File: config.mk
export PLATFORM = sky130hd
export DESIGN_NAME = simon_pkt_out_flat
export DESIGN_NICKNAME = d
export VERILOG_FILES = /design/src/rtl/simon_pkt_out_if.sv /design/src/rtl/simon_pkt_out.sv /design/src/flat_wrapper.sv
export SDC_FILE = /design/constraint.sdc
export NUM_CORES = 1
export LEC_CHECK = 0
export CAP_MARGIN = 20
export CORE_MARGIN = 2
export CORE_UTILIZATION = 45
export DETAILED_ROUTE_END_ITERATION = 7
export PLACE_DENSITY = 0.65
export SYNTH_ARGS = -nofsm -noshare
export SYNTH_HDL_FRONTEND = slang
export SYNTH_SLANG_ARGS = --single-unit
File: constraint.sdc
create_clock -name clk -period 8.8 [get_ports clk]
set_input_delay 1.76 -clock clk [delete_from_list [all_inputs] [get_ports clk]]
set_output_delay 1.76 -clock clk [all_outputs]
set_load 0.005 [all_outputs]
File: src/rtl/simon_pkt_out_if.sv
// simon_pkt_out_if: core-result handshake plus packet FIFO output port.
// slave is the packetiser's view, master is the core/consumer side.
interface simon_pkt_out_if #(
   parameter int N = 48,
   parameter int BLOCKS = 2,
   parameter int DEPTH = 4
);
   localparam int PB = 16 + 2 * BLOCKS * N;
   localparam int LW = $clog2(DEPTH + 1);

   logic                done_data_unused_guard;
   logic                doneDATA;
   logic [7:0]          infoOUT;
   logic [1:0][N-1:0]   outDATA;
   logic                readDATA;
   logic                out_donePKT;
   logic                out_readPKT;
   logic [PB-1:0]       out;
   logic [LW-1:0]       level;
   logic                err;

   assign done_data_unused_guard = 1'b0;

   modport slave (
      input  doneDATA, infoOUT, outDATA, out_readPKT,
      output readDATA, out_donePKT, out, level, err
   );

   modport master (
      output doneDATA, infoOUT, outDATA, out_readPKT,
      input  readDATA, out_donePKT, out, level, err
   );
endinterface

File: src/rtl/simon_pkt_out.sv
// simon_pkt_out: packs SIMON result blocks into packets held in a DEPTH-entry FIFO.
// Define SIMON_OUT_CHECK_EN to drop packets with a bad mode/direction and flag err.
module simon_pkt_out #(
   parameter int N = 48,
   parameter int BLOCKS = 2,
   parameter int DEPTH = 4,
   parameter int MODE = 4'h3
) (
   input logic            clk,
   input logic            nR,
   simon_pkt_out_if.slave bus
);
   localparam int PB = 16 + 2 * BLOCKS * N;
   localparam int BW = $clog2(BLOCKS + 1);
   localparam int AW = $clog2(DEPTH);
   localparam int LW = $clog2(DEPTH + 1);
   localparam logic [BW-1:0] LAST = BW'(BLOCKS - 1);

   if (N % 8 != 0 || BLOCKS < 1 || DEPTH < 2 || (DEPTH & (DEPTH - 1)) != 0 ||
       MODE < 0 || MODE > 15) begin : g_bad_cfg
      $error("simon_pkt_out: illegal parameters");
   end

   typedef enum logic [1:0] {IDLE, COLLECT, PUSH} state_t;

   state_t                     st, nxt;
   logic [7:0]                 info_q, cur_info, count;
   logic [BW-1:0]              b, idx;
   logic [2*BLOCKS-1:0][N-1:0] words;
   logic [N-1:0]               lo, hi;
   logic [AW-1:0]              wp, rp;
   logic [LW-1:0]              lvl;
   logic [PB-1:0]              mem [DEPTH];
   logic                       rd, full, can_cap, cap, push, pop, first, bad;

   assign full    = lvl == LW'(DEPTH);
   assign can_cap = bus.doneDATA & ~rd & ~full;
   assign pop     = (lvl != '0) & bus.out_readPKT;
   assign idx     = (st == IDLE) ? '0 : b;

   always_ff @(posedge clk or negedge nR) begin
      if (!nR) st <= IDLE;
      else     st <= nxt;
   end

   always_comb begin
      nxt      = st;
      cap      = 1'b0;
      first    = 1'b0;
      push     = 1'b0;
      cur_info = info_q;
      unique case (st)
         IDLE: begin
            cur_info = bus.infoOUT;
            cap      = can_cap;
            first    = can_cap;
            if (can_cap)
               nxt = (bus.infoOUT[7] && BLOCKS > 1) ? COLLECT : PUSH;
         end
         COLLECT: begin
            cap = can_cap;
            if (can_cap && b == LAST) nxt = PUSH;
         end
         PUSH: begin
            push = ~bad;
            nxt  = IDLE;
         end
         default: nxt = IDLE;
      endcase
   end

   // word[2b] takes the unswapped upper word; key packets carry no data
   always_comb begin
      lo = cur_info[6] ? bus.outDATA[0] : bus.outDATA[1];
      hi = cur_info[6] ? bus.outDATA[1] : bus.outDATA[0];
      if (cur_info[5]) begin
         lo = '0;
         hi = '0;
      end
   end

   always_ff @(posedge clk or negedge nR) begin
      if (!nR) begin
         rd     <= 1'b0;
         info_q <= '0;
         b      <= '0;
         words  <= '0;
         count  <= '0;
      end else begin
         rd <= cap;
         if (st == PUSH) begin
            words <= '0;
            b     <= '0;
            if (!bad) count <= count + 8'd1;
         end
         if (cap) begin
            if (st == IDLE) begin
               info_q <= bus.infoOUT;
               b      <= BW'(1);
            end else begin
               b <= b + BW'(1);
            end
            for (int i = 0; i < BLOCKS; i++) begin
               if (idx == BW'(i)) begin
                  words[2*i]   <= lo;
                  words[2*i+1] <= hi;
               end
            end
         end
      end
   end

   always_ff @(posedge clk) begin
      if (push) mem[wp] <= {info_q, count, words};
   end

   always_ff @(posedge clk or negedge nR) begin
      if (!nR) begin
         wp  <= '0;
         rp  <= '0;
         lvl <= '0;
      end else begin
         if (push) wp <= wp + AW'(1);
         if (pop)  rp <= rp + AW'(1);
         unique case ({push, pop})
            2'b10:   lvl <= lvl + LW'(1);
            2'b01:   lvl <= lvl - LW'(1);
            default: lvl <= lvl;
         endcase
      end
   end

`ifdef SIMON_OUT_CHECK_EN
   logic bad_q, err_q, bad_now;

   assign bad_now = (bus.infoOUT[3:0] != 4'(MODE)) | ~bus.infoOUT[4];

   always_ff @(posedge clk or negedge nR) begin
      if (!nR) begin
         bad_q <= 1'b0;
         err_q <= 1'b0;
      end else if (first) begin
         bad_q <= bad_now;
         if (bad_now) err_q <= 1'b1;
      end
   end

   assign bad     = bad_q;
   assign bus.err = err_q;
`else
   assign bad     = 1'b0;
   assign bus.err = 1'b0;
`endif

   assign bus.readDATA    = rd;
   assign bus.out_donePKT = lvl != '0;
   assign bus.level       = lvl;
   assign bus.out         = (lvl != '0) ? mem[rp] : '0;
endmodule

File: src/flat_wrapper.sv
// flat-port wrapper written by rule: the top's interface ports become plain ports
module simon_pkt_out_flat 
#(
   parameter int N = 48,
   parameter int BLOCKS = 2,
   parameter int DEPTH = 4,
   parameter int MODE = 4'h3
)
  (clk, nR, bus_doneDATA, bus_infoOUT, bus_outDATA, bus_out_readPKT, bus_readDATA, bus_out_donePKT, bus_out, bus_level, bus_err);
  simon_pkt_out_if #(.N(N), .BLOCKS(BLOCKS), .DEPTH(DEPTH)) bus_i ();
  input logic clk;
  input logic nR;
  input wire logic [$bits(bus_i.doneDATA)-1:0] bus_doneDATA;
  input wire logic [$bits(bus_i.infoOUT)-1:0] bus_infoOUT;
  input wire logic [$bits(bus_i.outDATA)-1:0] bus_outDATA;
  input wire logic [$bits(bus_i.out_readPKT)-1:0] bus_out_readPKT;
  output wire logic [$bits(bus_i.readDATA)-1:0] bus_readDATA;
  output wire logic [$bits(bus_i.out_donePKT)-1:0] bus_out_donePKT;
  output wire logic [$bits(bus_i.out)-1:0] bus_out;
  output wire logic [$bits(bus_i.level)-1:0] bus_level;
  output wire logic [$bits(bus_i.err)-1:0] bus_err;
  assign bus_i.doneDATA = bus_doneDATA;
  assign bus_i.infoOUT = bus_infoOUT;
  assign bus_i.outDATA = bus_outDATA;
  assign bus_i.out_readPKT = bus_out_readPKT;
  assign bus_readDATA = bus_i.readDATA;
  assign bus_out_donePKT = bus_i.out_donePKT;
  assign bus_out = bus_i.out;
  assign bus_level = bus_i.level;
  assign bus_err = bus_i.err;
  simon_pkt_out #(.N(N), .BLOCKS(BLOCKS), .DEPTH(DEPTH), .MODE(MODE)) u_core (.clk(clk), .nR(nR), .bus(bus_i));
endmodule
After elaboration in Yosys (flattened, before gate mapping) --
Memory sizes are Yosys's and may differ from the RTL's. Cells that the tools add are included. W data, S select, Z words.
Word-level totals: RAM bits 832, flip-flop bits (word level) 220, output and inout bits 214, word-level logic and storage cells 66, input bits 108, memories 1
Memory list:
- u_core.mem | words 4, bits a word 208, read ports 1, clocked after memory_dff 0, wr ports 1, RTL line simon_pkt_out.sv:33 | logic [PB-1:0] mem [DEPTH];
Cells by class: eq/ne operators 9, $add $sub $neg 6, bitwise logic cells 5, reductions and logical operators 9, mux-type cells 23
Operators with widths (count):
- $mux W192 | 2
- $mux W208 | 1
- $mux W48 | 4
- $mux W96 | 2
- $mux W2 | 7
- $add A8 B1 Y8 const B | 1
- $eq A2 B1 Y1 const B | 4
- $mux W7 | 1
- $add A2 B1 Y2 const B | 3
- $pmux W3 S2 | 1
- $eq A2 B2 Y1 const B | 2
- $logic_not A2 Y1 | 2
- $mux W1 | 4
- $ne A2 B1 Y1 const B | 2
- $pmux W2 S2 | 1
- $reduce_and A2 Y1 | 2
- $reduce_bool A2 Y1 | 2
- $add A3 B1 Y3 const B | 1
- $and A1 B1 Y1 | 3
- $eq A3 B3 Y1 const B | 1
- $reduce_bool A3 Y1 | 1
- $sub A3 B1 Y3 const B | 1
- $not A1 Y1 | 2
- $reduce_or A2 Y1 | 1
- $logic_and A1 B1 Y1 | 1

Longest topological paths before layout --
Gate-level depths: netlist of run 1.
word-level depth 6, depth in mapped cells 10, gate-level depth less buffers 8

Worst setup path before layout of run 1 --
Ideal clock, no wire load.
kind register -> register, start point register u_core.st[0], end point memory u_core.mem[0][0] (netlist bit) (enable), path slack 2418 ps, cell stages (with the launch flop) 5, data required time 8206 ps, arrival time 5788 ps, clock period less this slack 6382 ps, path buffers 2, cell sequence dfrtp_1 > clkbuf_1 > nor2b_1 > clkbuf_1 > and2_1
On the way: longest elaborated chain between the ends 4
RTL lines:
- from (decl) | RTL line simon_pkt_out.sv:26 | state_t st, nxt;
- from (signal assigned) | RTL line simon_pkt_out.sv:43 | else st <= nxt;
- $eq A2 B2 Y1 | RTL line simon_pkt_out.sv:52 | unique case (st)
- $mux W1 | RTL line simon_pkt_out.sv:52
- $mux W1 | RTL line simon_pkt_out.sv:114 | if (push) mem[wp] <= {info_q, count, words};
- $mux W1 (not written as such) | RTL line simon_pkt_out.sv:114
- to (decl) | RTL line simon_pkt_out.sv:33
Every way passes these cells.

Final worst setup path of run 1 --
start point register u_core.rp[1], end point output port bus_out[19]
On the way: longest elaborated chain between the ends 2
RTL lines:
- from (decl) | RTL line simon_pkt_out.sv:31 | logic [AW-1:0] wp, rp;
- from (signal assigned) | RTL line simon_pkt_out.sv:124 | if (pop) rp <= rp + AW'(1);
- $mem_v2 Z4 W208
- $mux W208 | RTL line simon_pkt_out.sv:158 | assign bus.out = (lvl != '0) ? mem[rp] : '0;
- to (decl) | RTL line flat_wrapper.sv:19 | output wire logic [$bits(bus_i.out)-1:0] bus_out;
Every way passes these cells.

==> results.cfg, run 1 <==
[sta]
relSlewSlack = 0.252
setup_tns_ns = 0
finalSetupViolations = 0
period_share = 0.613
fin_crit_ns = 5.40
finalHoldViolCount = 0
slew_viol_final = 0
max_freq_mhz = 185
tightest_slew_ns = 1.12
rsz0062_at_grt = no
finalClockSkew_ns = 0.0306

[pwr]
p_seq_frac = 0.405
power_leakage_nw = 17.1
p_sw_w = 0.00494
intPower_w = 0.0118
combPwrFrac = 0.323
powerDensity_nw_per_um2 = 345
power_frac_clock = 0.272
peakVddDrop_mv = 0.267
swShare = 0.294

[logic_synthesis]
seq_area_frac_synth = 0.750
synth-simple-area-share = 0.0559
synth_area_leaders = edfxtp_1 (61%), dfrtp_1 (14%), mux4_2 (12%)
synthDistinctLibCells = 37
synth_xor_area_frac = 0.00280
yosysMostFrequentCell = edfxtp_1
ys.flop_type = edfxtp_1
ys_warn_count = 0
synth_compound_area_frac = 0.0307
avgSynthCellArea_um2 = 18.6
syn-num-nets = 2301
ys_ff_latch = 1052
synth_fa_ha_area_frac = 0.00265
async_flop_share = 0.209
synth_edf_count = 832
synthMuxAreaShare = 0.142
syn-instance-count = 2185
yosysTopAreaCell = edfxtp_1
netlist_area_um2 = 40600
synth_top_area_share = 0.615
synth_top_family_by_area = multiplexers
synth_common_cells = edfxtp_1 (832), dfrtp_1 (220), and2_1 (213)

[clock_tree]
clk_latency_ns = 0.66
cts_root_buf = clkbuf_16
postCtsSetupRepairBufs = 0
clk_pin_slew_worst_paths_ns = 0.06
cts_tree = done
cts_buffer_depth = 3
htree_levels = 3
cts_hold_buf = 0
ctsResizeCount = 0
numCtsBuffers = 105
numClockSinks = 1052

[grt]
grt_antenna_before_repair = 1
grt_max_degree = 141
grt_use_total = 0.203
grt_pass1_wl_um = 142000
grt_pass1_vias = 22300
grt_overflow = 0

[die]
initial_core_util = 0.453
num_rows = 110
core_area_um2 = 89700
dieArea_um2 = 92700
io_pins = 322
die_height_um = 305
die_w_um = 305

[place]
place_area_um2 = 45100
dp.cells = 3564
routabilityCongestion = 0.737
port_buffers = 320
dp_hpwl_um = 52400

[detailed_routing]
ant_nets = 0
via_per_inst = 5.64
drt_iter0_drc = 1718
wirelength_um = 94100
drc_errors = 0
vias = 21200
drtPass1Iterations = 5
wl_per_cell_um = 25.0

[worst_setup_path]
rrSetupSlack_ns = 5.20
cp_data_arrival_time_ns = 3.64
endpoint_kind = output port
rr_startpoint = u_core.bus.level[0]
critical_path.max_fanout = 67
r2r_cells = 6
r2r-end = u_core.words[87]
critPathKind = reg -> out
crit_required_ns = 7.04
critPathLaunchType = flop

[final_layout]
multi_input_area_um2 = 9560
final_cell_area_um2 = 48600
nets = 2611
synthToLayoutAreaGrowth_pct = 19.7
seq_area_um2 = 30500
drive_above_1_share = 0.160
layout.cells.non_filler = 3763
nFillCells = 6983
final_core_util = 0.542

[min_path]
min_path_type = reg -> reg
hold_path_end = u_core.mem[3][36]
min-delay-start = u_core.words[36]
holdPathStages = 0

[status]
outcome = finished clean

[run]
drv_cap = 0
==> how the worst max path moves through the flow <==
stage | end | slack, ns | startpoint
final | bus_out[19] | 3.40 | u_core.rp[1]
after global routing | bus_out[122] | 3.16 | u_core.rp[0]
after CTS | bus_out[122] | 3.28 | u_core.rp[0]
after detailed placement | u_core.words[166] | 3.55 | bus_doneDATA
after global placement | u_core.words[158] | 3.62 | bus_doneDATA
after floorplan | u_core.mem[0][0] | 2.42 | u_core.st[0]
==> power by group through the flow <==
stage	clock, W	sequential (W)	combinational (W)
floorplan	0	0.00672	0.00304
global placement	0	0.00683	0.00550
finish	0.00456	0.00680	0.00542
global route	0.00483	0.00689	0.00583
detailed placement	0	0.00690	0.00552
CTS	0.00464	0.00681	0.00556
==> placed cells by master (no fill, tap or decap), drive strengths merged, types with 9 or more instances in the layout <==
| cell | synthesis | final |
|---|---|---|
| o22ai | 192 | 192 |
| bufinv | 0 | 13 |
| mux4 | 208 | 208 |
| edfxtp | 832 | 832 |
| inv | 8 | 10 |
| clkinv | 0 | 35 |
| and2 | 213 | 213 |
| clkbuf | 85 | 148 |
| mux2i | 100 | 100 |
| nand2 | 203 | 203 |
| clkdlybuf4s50 | 0 | 319 |
| dfrtp | 220 | 220 |
| xnor2 | 9 | 9 |
| buf | 60 | 29 |
==> state kept, by name, summed over array words and instances, names as in the netlist <==
signal	flops
u_core.words	192
u_core.bus.readDATA	1
u_core.wp	2
u_core.st	2
u_core.b	2
u_core.info_q	8
u_core.mem	832
u_core.rp	2
u_core.bus.level	3
u_core.count	8
==> area by class of cell <==
| class | count | share of cell area |
|---|---|---|
| well taps | 1176 | 0.0303 |
| clock buffers | 148 | 0.0605 |
| repair buffers | 348 | 0.0721 |
| multi-input cells | 980 | 0.197 |
| inverters | 8 | 0.000720 |
| diodes | 1 | 0.0000515 |
| flip-flops and latches | 1052 | 0.627 |
| clock inverters | 50 | 0.0128 |
==> cell families (layout without fill, tap and decap cells) <==
| kind of cell | Yosys count | in the layout |
|---|---|---|
| AND/OR/NAND/NOR | 443 | 443 |
| buffers and inverters | 153 | 554 |
| multiplexers | 315 | 315 |
| AO/OA/AOI/OAI | 200 | 200 |
| adder cells (fa/ha/maj) | 8 | 8 |
| other | 1 | 2 |
| flip-flops | 1052 | 1052 |
| XOR/XNOR | 13 | 13 |
==> routing by layer <==
metal	vias up	GRT usage	wire length, µm
met2	698	0.338	47400
li1	9175	-	-
met1	11200	0.281	39700
met4	0	0.0554	1780
met5	-	0	0
met3	104	0.0304	5270
==> worst max-delay path, stage by stage, from the launching register on <==
cell and delay, ns:
dfrtp_4 0.82, buf_4 0.91, mux4_2 0.49, and2_1 0.19, clkdlybuf4s50_1 0.44
==> stage by stage <==
stage	power, W	hold slack, ns	worst slack [ns]
floorplan	0.00976	0.472	2.42
global placement	0.0123	0.484	3.62
detailed placement	0.0124	0.499	3.55
CTS	0.0170	0.472	3.28
global route	0.0176	0.510	3.16
finish	0.0168	0.496	3.40
Power figures use the tool's default switching activity.
==> inputs of run 2 (changes only) <==
- PLACE_DENSITY: 0.65 -> 0.68
- clock period: 8.8 -> 4.8 ns (I/O delays scaled with it)
==> results.cfg, run 2 (synthesis gave the netlist of run 1 again) <==
[detailed_routing]
met1_length_um = 39300
highest_layer = met4
drtPass1Iterations = 5
drc_errors = 0
ant_nets = 0
wl_met3_um = 6110
vias = 21600
via_per_inst = 5.70
wl_met2_um = 47800
drt_iter0_drc = 1951
wirelength_um = 95700
wl_per_cell_um = 25.2

[worst_setup_path]
critPathKind = reg -> out
max_stage_delay_ns = 0.63
cp_data_arrival_time_ns = 3.11
rr_startpoint = u_core.st[1]
path_buf_inv = 3
critical-path-top-delay-family = buffers and inverters
endpoint_kind = output port
r2r-end = u_core.words[43]
critPathLaunchType = flop
slowest_stage = dfrtp_4
crit_required_ns = 3.84
crit_chain = buf_12, buf_4, mux4_2, and2_1, clkdlybuf4s50_1
rrSetupSlack_ns = 1.67
r2r_cells = 5
critical_path.max_fanout = 35

[clock_tree]
postCtsSetupRepairBufs = 0
clk_latency_ns = 0.66
htree_levels = 3
cts_buffer_depth = 3
clk_pin_slew_worst_paths_ns = 0.06
numCtsBuffers = 104
cts_root_buf = clkbuf_16
cts_tree = done
numClockSinks = 1052
cts_hold_buf = 0
ctsResizeCount = 0

[pwr]
peakVddDrop_mv = 0.470
swShare = 0.298
p_total_w = 0.0308
powerDensity_nw_per_um2 = 628
p_seq_frac = 0.403
power_leakage_nw = 17.3
p_sw_w = 0.00916
combPwrFrac = 0.334
power_frac_clock = 0.263
intPower_w = 0.0216

[place]
dp_hpwl_um = 56200
port_buffers = 320
dp.cells = 3597
dp_slack_ns = 1.22
routabilityCongestion = 0.772

[sta]
fin_hold_ws_ns = 0.419
fin_ws_ns = 0.731
setup_tns_ns = 0
rsz0062_at_grt = no
slew_viol_final = 0
finalClockSkew_ns = 0.0227
relSlewSlack = 0.168
max_freq_mhz = 246
period_share = 0.848
tightest_slew_ns = 1.25
finalSetupViolations = 0
fin_crit_ns = 4.07
finalHoldViolCount = 0

[grt]
grt_pass1_wl_um = 144000
grt_max_degree = 153
grt_antenna_before_repair = 1
grt_overflow = 0
grt_use_total = 0.206
grt_pass1_vias = 22600

[die]
core_area_um2 = 89700
io_pins = 322
die_w_um = 305
dieArea_um2 = 92700
initial_core_util = 0.453
num_rows = 110
die_height_um = 305

[final_layout]
nets = 2644
top_regs = u_core.mem x832, u_core.words x192
largest_reg_flops = 832
final_common_cell = edfxtp_1
regMostFlops = u_core.mem
drive_above_1_share = 0.172
nFillCells = 6892
synthToLayoutAreaGrowth_pct = 20.6
final_cell_mix = edfxtp_1 (832), clkdlybuf4s50_1 (319), dfrtp_1 (218), and2_1 (209), mux4_2 (208)
layout.cells.non_filler = 3795

[min_path]
min_path_type = in -> async

[run]
drv_cap = 0

[status]
outcome = finished clean
-- run 2: area by class of cell --
type,instances,area [µm²],share of cell area
diodes,1,2.50,0.0000510
repair buffers,382,4040,0.0823
clock buffers,148,2910,0.0593
flip-flops and latches,1052,30500,0.622
multi-input cells,980,9560,0.195
well taps,1176,1470,0.0300
clock inverters,48,524,0.0107
inverters,8,35.0,0.000714
-- run 2: power by group through the flow --
stage                     clock network, W  logic (W)  registers, W
after detailed placement                 0     0.0104        0.0126
final                              0.00808     0.0103        0.0124
after floorplan                          0    0.00557        0.0122
after CTS                          0.00823     0.0105        0.0124
after global routing               0.00861     0.0110        0.0126
after global placement                   0     0.0104        0.0124
-- run 2: worst reg2reg max path, stage by stage (launching register included) --
cell and delay [ns]:
dfrtp_1 0.54, nor2b_1 0.83, inv_6 0.35, buf_12 0.39, nand2_1 0.75, o22ai_1 0.11
-- run 2: routing by layer --
metal / global-route usage / vias to the layer above
li1: - / 9247
met1: 0.286 / 11400
met2: 0.337 / 846
met3: 0.0332 / 135
met4: 0.0663 / 0
met5: 0 / -
-- run 2: stage by stage --
step                cell area, µm²   util
floorplan                    40600      -
global route                 49000  0.546
finish                       49000  0.546
detailed placement           45600  0.508
global placement             45600  0.508
CTS                          49000  0.546
-- run 2: how the worst max path moves through the flow --
stage,to,cells after the start,slack (ns),startpoint
floorplan,u_core.mem[0][0],4,0.74,u_core.st[0]
global placement,u_core.words[184],6,1.25,bus_infoOUT[6]
detailed placement,u_core.words[83],6,1.22,bus_infoOUT[6]
CTS,bus_out[121],5,0.63,u_core.rp[0]
global route,bus_out[78],5,0.53,u_core.rp[0]
finish,bus_out[174],5,0.73,u_core.rp[0]
==> inputs of run 3 (changes only) <==
- clock period: 4.8 -> 3.4 ns (I/O delays scaled with it)
==> results.cfg, run 3 (synthesis gave the netlist of run 1 again) <==
[status]
outcome = complete, but fails checks
violations = negative setup slack

[sta]
relSlewSlack = 0.372
fin_ws_ns = -0.0251
finalHoldViolCount = 0
rsz0062_at_grt = yes
fin_crit_ns = 3.43
tightest_slew_ns = 0.940
slew_viol_final = 0
finalSetupViolations = 6
max_freq_mhz = 292
fin_hold_ws_ns = 0.504
setup_tns_ns = -0.0819
finalClockSkew_ns = 0.0248
period_share = 1.01

[clock_tree]
cts_buffer_depth = 3
clk_pin_slew_worst_paths_ns = 0.06
cts_tree = done
numCtsBuffers = 103
numClockSinks = 1052
clk_latency_ns = 0.67
cts_root_buf = clkbuf_16
htree_levels = 3

[min_path]
min_path_type = reg -> reg
holdPathStages = 0

[worst_setup_path]
crit_required_ns = 2.72
crit_chain = buf_16, buf_4, buf_16, mux4_2, and2_4, clkdlybuf4s50_1
cp_common_cell = buf_16
max_stage_delay_ns = 0.50
path_buf_inv = 4
critPathKind = reg -> out
r2r_cells = 5
cp_num_cells = 6
critical-path-top-delay-family = buffers and inverters
cp_data_arrival_time_ns = 2.75
critPathLaunchType = flop
slowest_stage = mux4_2
critical_path.max_fanout = 10
endpoint_kind = output port

[detailed_routing]
met1_length_um = 40000
wl_met3_um = 6820
vias = 21900
drt_iter0_drc = 2094
wl_per_cell_um = 25.6
drc_errors = 0
ant_nets = 0
wirelength_um = 98900
via_per_inst = 5.65
drtPass1Iterations = 5
highest_layer = met4
wl_met2_um = 49200

[grt]
grt_pass1_wl_um = 147000
grt_overflow = 0
grt_max_degree = 110
grt_use_total = 0.212
grt_antenna_before_repair = 0
grt_pass1_vias = 22900

[final_layout]
final_common_cell = edfxtp_1
nets = 2719
seq_area_um2 = 30500
multi_input_area_um2 = 9700
final_cell_area_um2 = 50300
num_antenna_cells = 0
final_core_util = 0.561
largest_reg_flops = 832
synthToLayoutAreaGrowth_pct = 23.8
nFillCells = 6823
drive_above_1_share = 0.222
top_regs = u_core.mem x832, u_core.words x192
regMostFlops = u_core.mem
final_cell_mix = edfxtp_1 (832), dfrtp_1 (216), mux4_2 (208), nand2_1 (201), o22ai_1 (192)

[die]
num_rows = 110
dieArea_um2 = 92700
die_height_um = 305
io_pins = 322
die_w_um = 305
core_area_um2 = 89700
initial_core_util = 0.453

[place]
routabilityCongestion = 0.774
dp_slack_ns = 0.401
dp_hpwl_um = 57900
place_area_um2 = 45900
port_buffers = 320

[run]
drv_cap = 0

[pwr]
peakVddDrop_mv = 0.555
powerDensity_nw_per_um2 = 893
power_leakage_nw = 18.6
run 3: cell types whose count changed in the layout (fill, tap and decap cells not counted), sizes merged:
cell and change:
inv -2, buf +74, clkinvlp +1, dlymetal6s2s +40, clkdlybuf4s15 +29, diode -1, or3 +1, clkinv +13
clkbuf -8, dlygate4sd3 +1, clkdlybuf4s50 -138, dlygate4sd2 +65
run 3: routing by layer:
metal  up-vias  GRT usage
met2       893      0.350
met1     11400      0.289
met3       145     0.0348
met5         -          0
met4         0     0.0717
li1       9415          -
run 3: layout make-up:
cell class,instances,area share
tap,1176,0.0293
inverter,8,0.000696
sequential,1052,0.606
timing repair buffer,457,0.102
clock buffer,136,0.0563
clock inverter,60,0.0129
multi-input combinational,981,0.193
run 3: metrics by stage:
step                cells  power (W)
floorplan            2185     0.0251
global placement     3626     0.0326
detailed placement   3626     0.0329
CTS                  3855     0.0450
global route         3870     0.0469
finish               3870     0.0449
run 3: path summary, 6_finish.rpt:
check / end / slack [ns] / from
setup / recovery: bus_out[167] / -0.03 / u_core.rp[0]
hold / removal: u_core.mem[1][186] / 0.50 / u_core.words[186]
setup reg to reg: u_core.words[184] / 0.55 / u_core.st[1]
hold reg to reg: u_core.mem[1][186] / 0.50 / u_core.words[186]
max in group asynchronous: u_core.bus.level[0] / 1.91 / nR
min in group asynchronous: u_core.words[10] / 0.56 / nR
run 3: timing repair:
item,in CTS,in global routing
hold endpoints to repair,49,0
buffers inserted,20,15
pin swaps,0,0
cloned,12,1
endpoints found under the setup margin,197,88
resized for setup,143,124
hold buffers,1,0
run 3: where the power goes:
part | leakage [nW] | total [W] | switching, W | internal [W]
clock | 1.71 | 0.0115 | 0.00485 | 0.00661
combinational | 6.23 | 0.0160 | 0.00754 | 0.00847
sequential | 10.6 | 0.0174 | 0.00115 | 0.0163
total | 18.6 | 0.0449 | 0.0135 | 0.0314
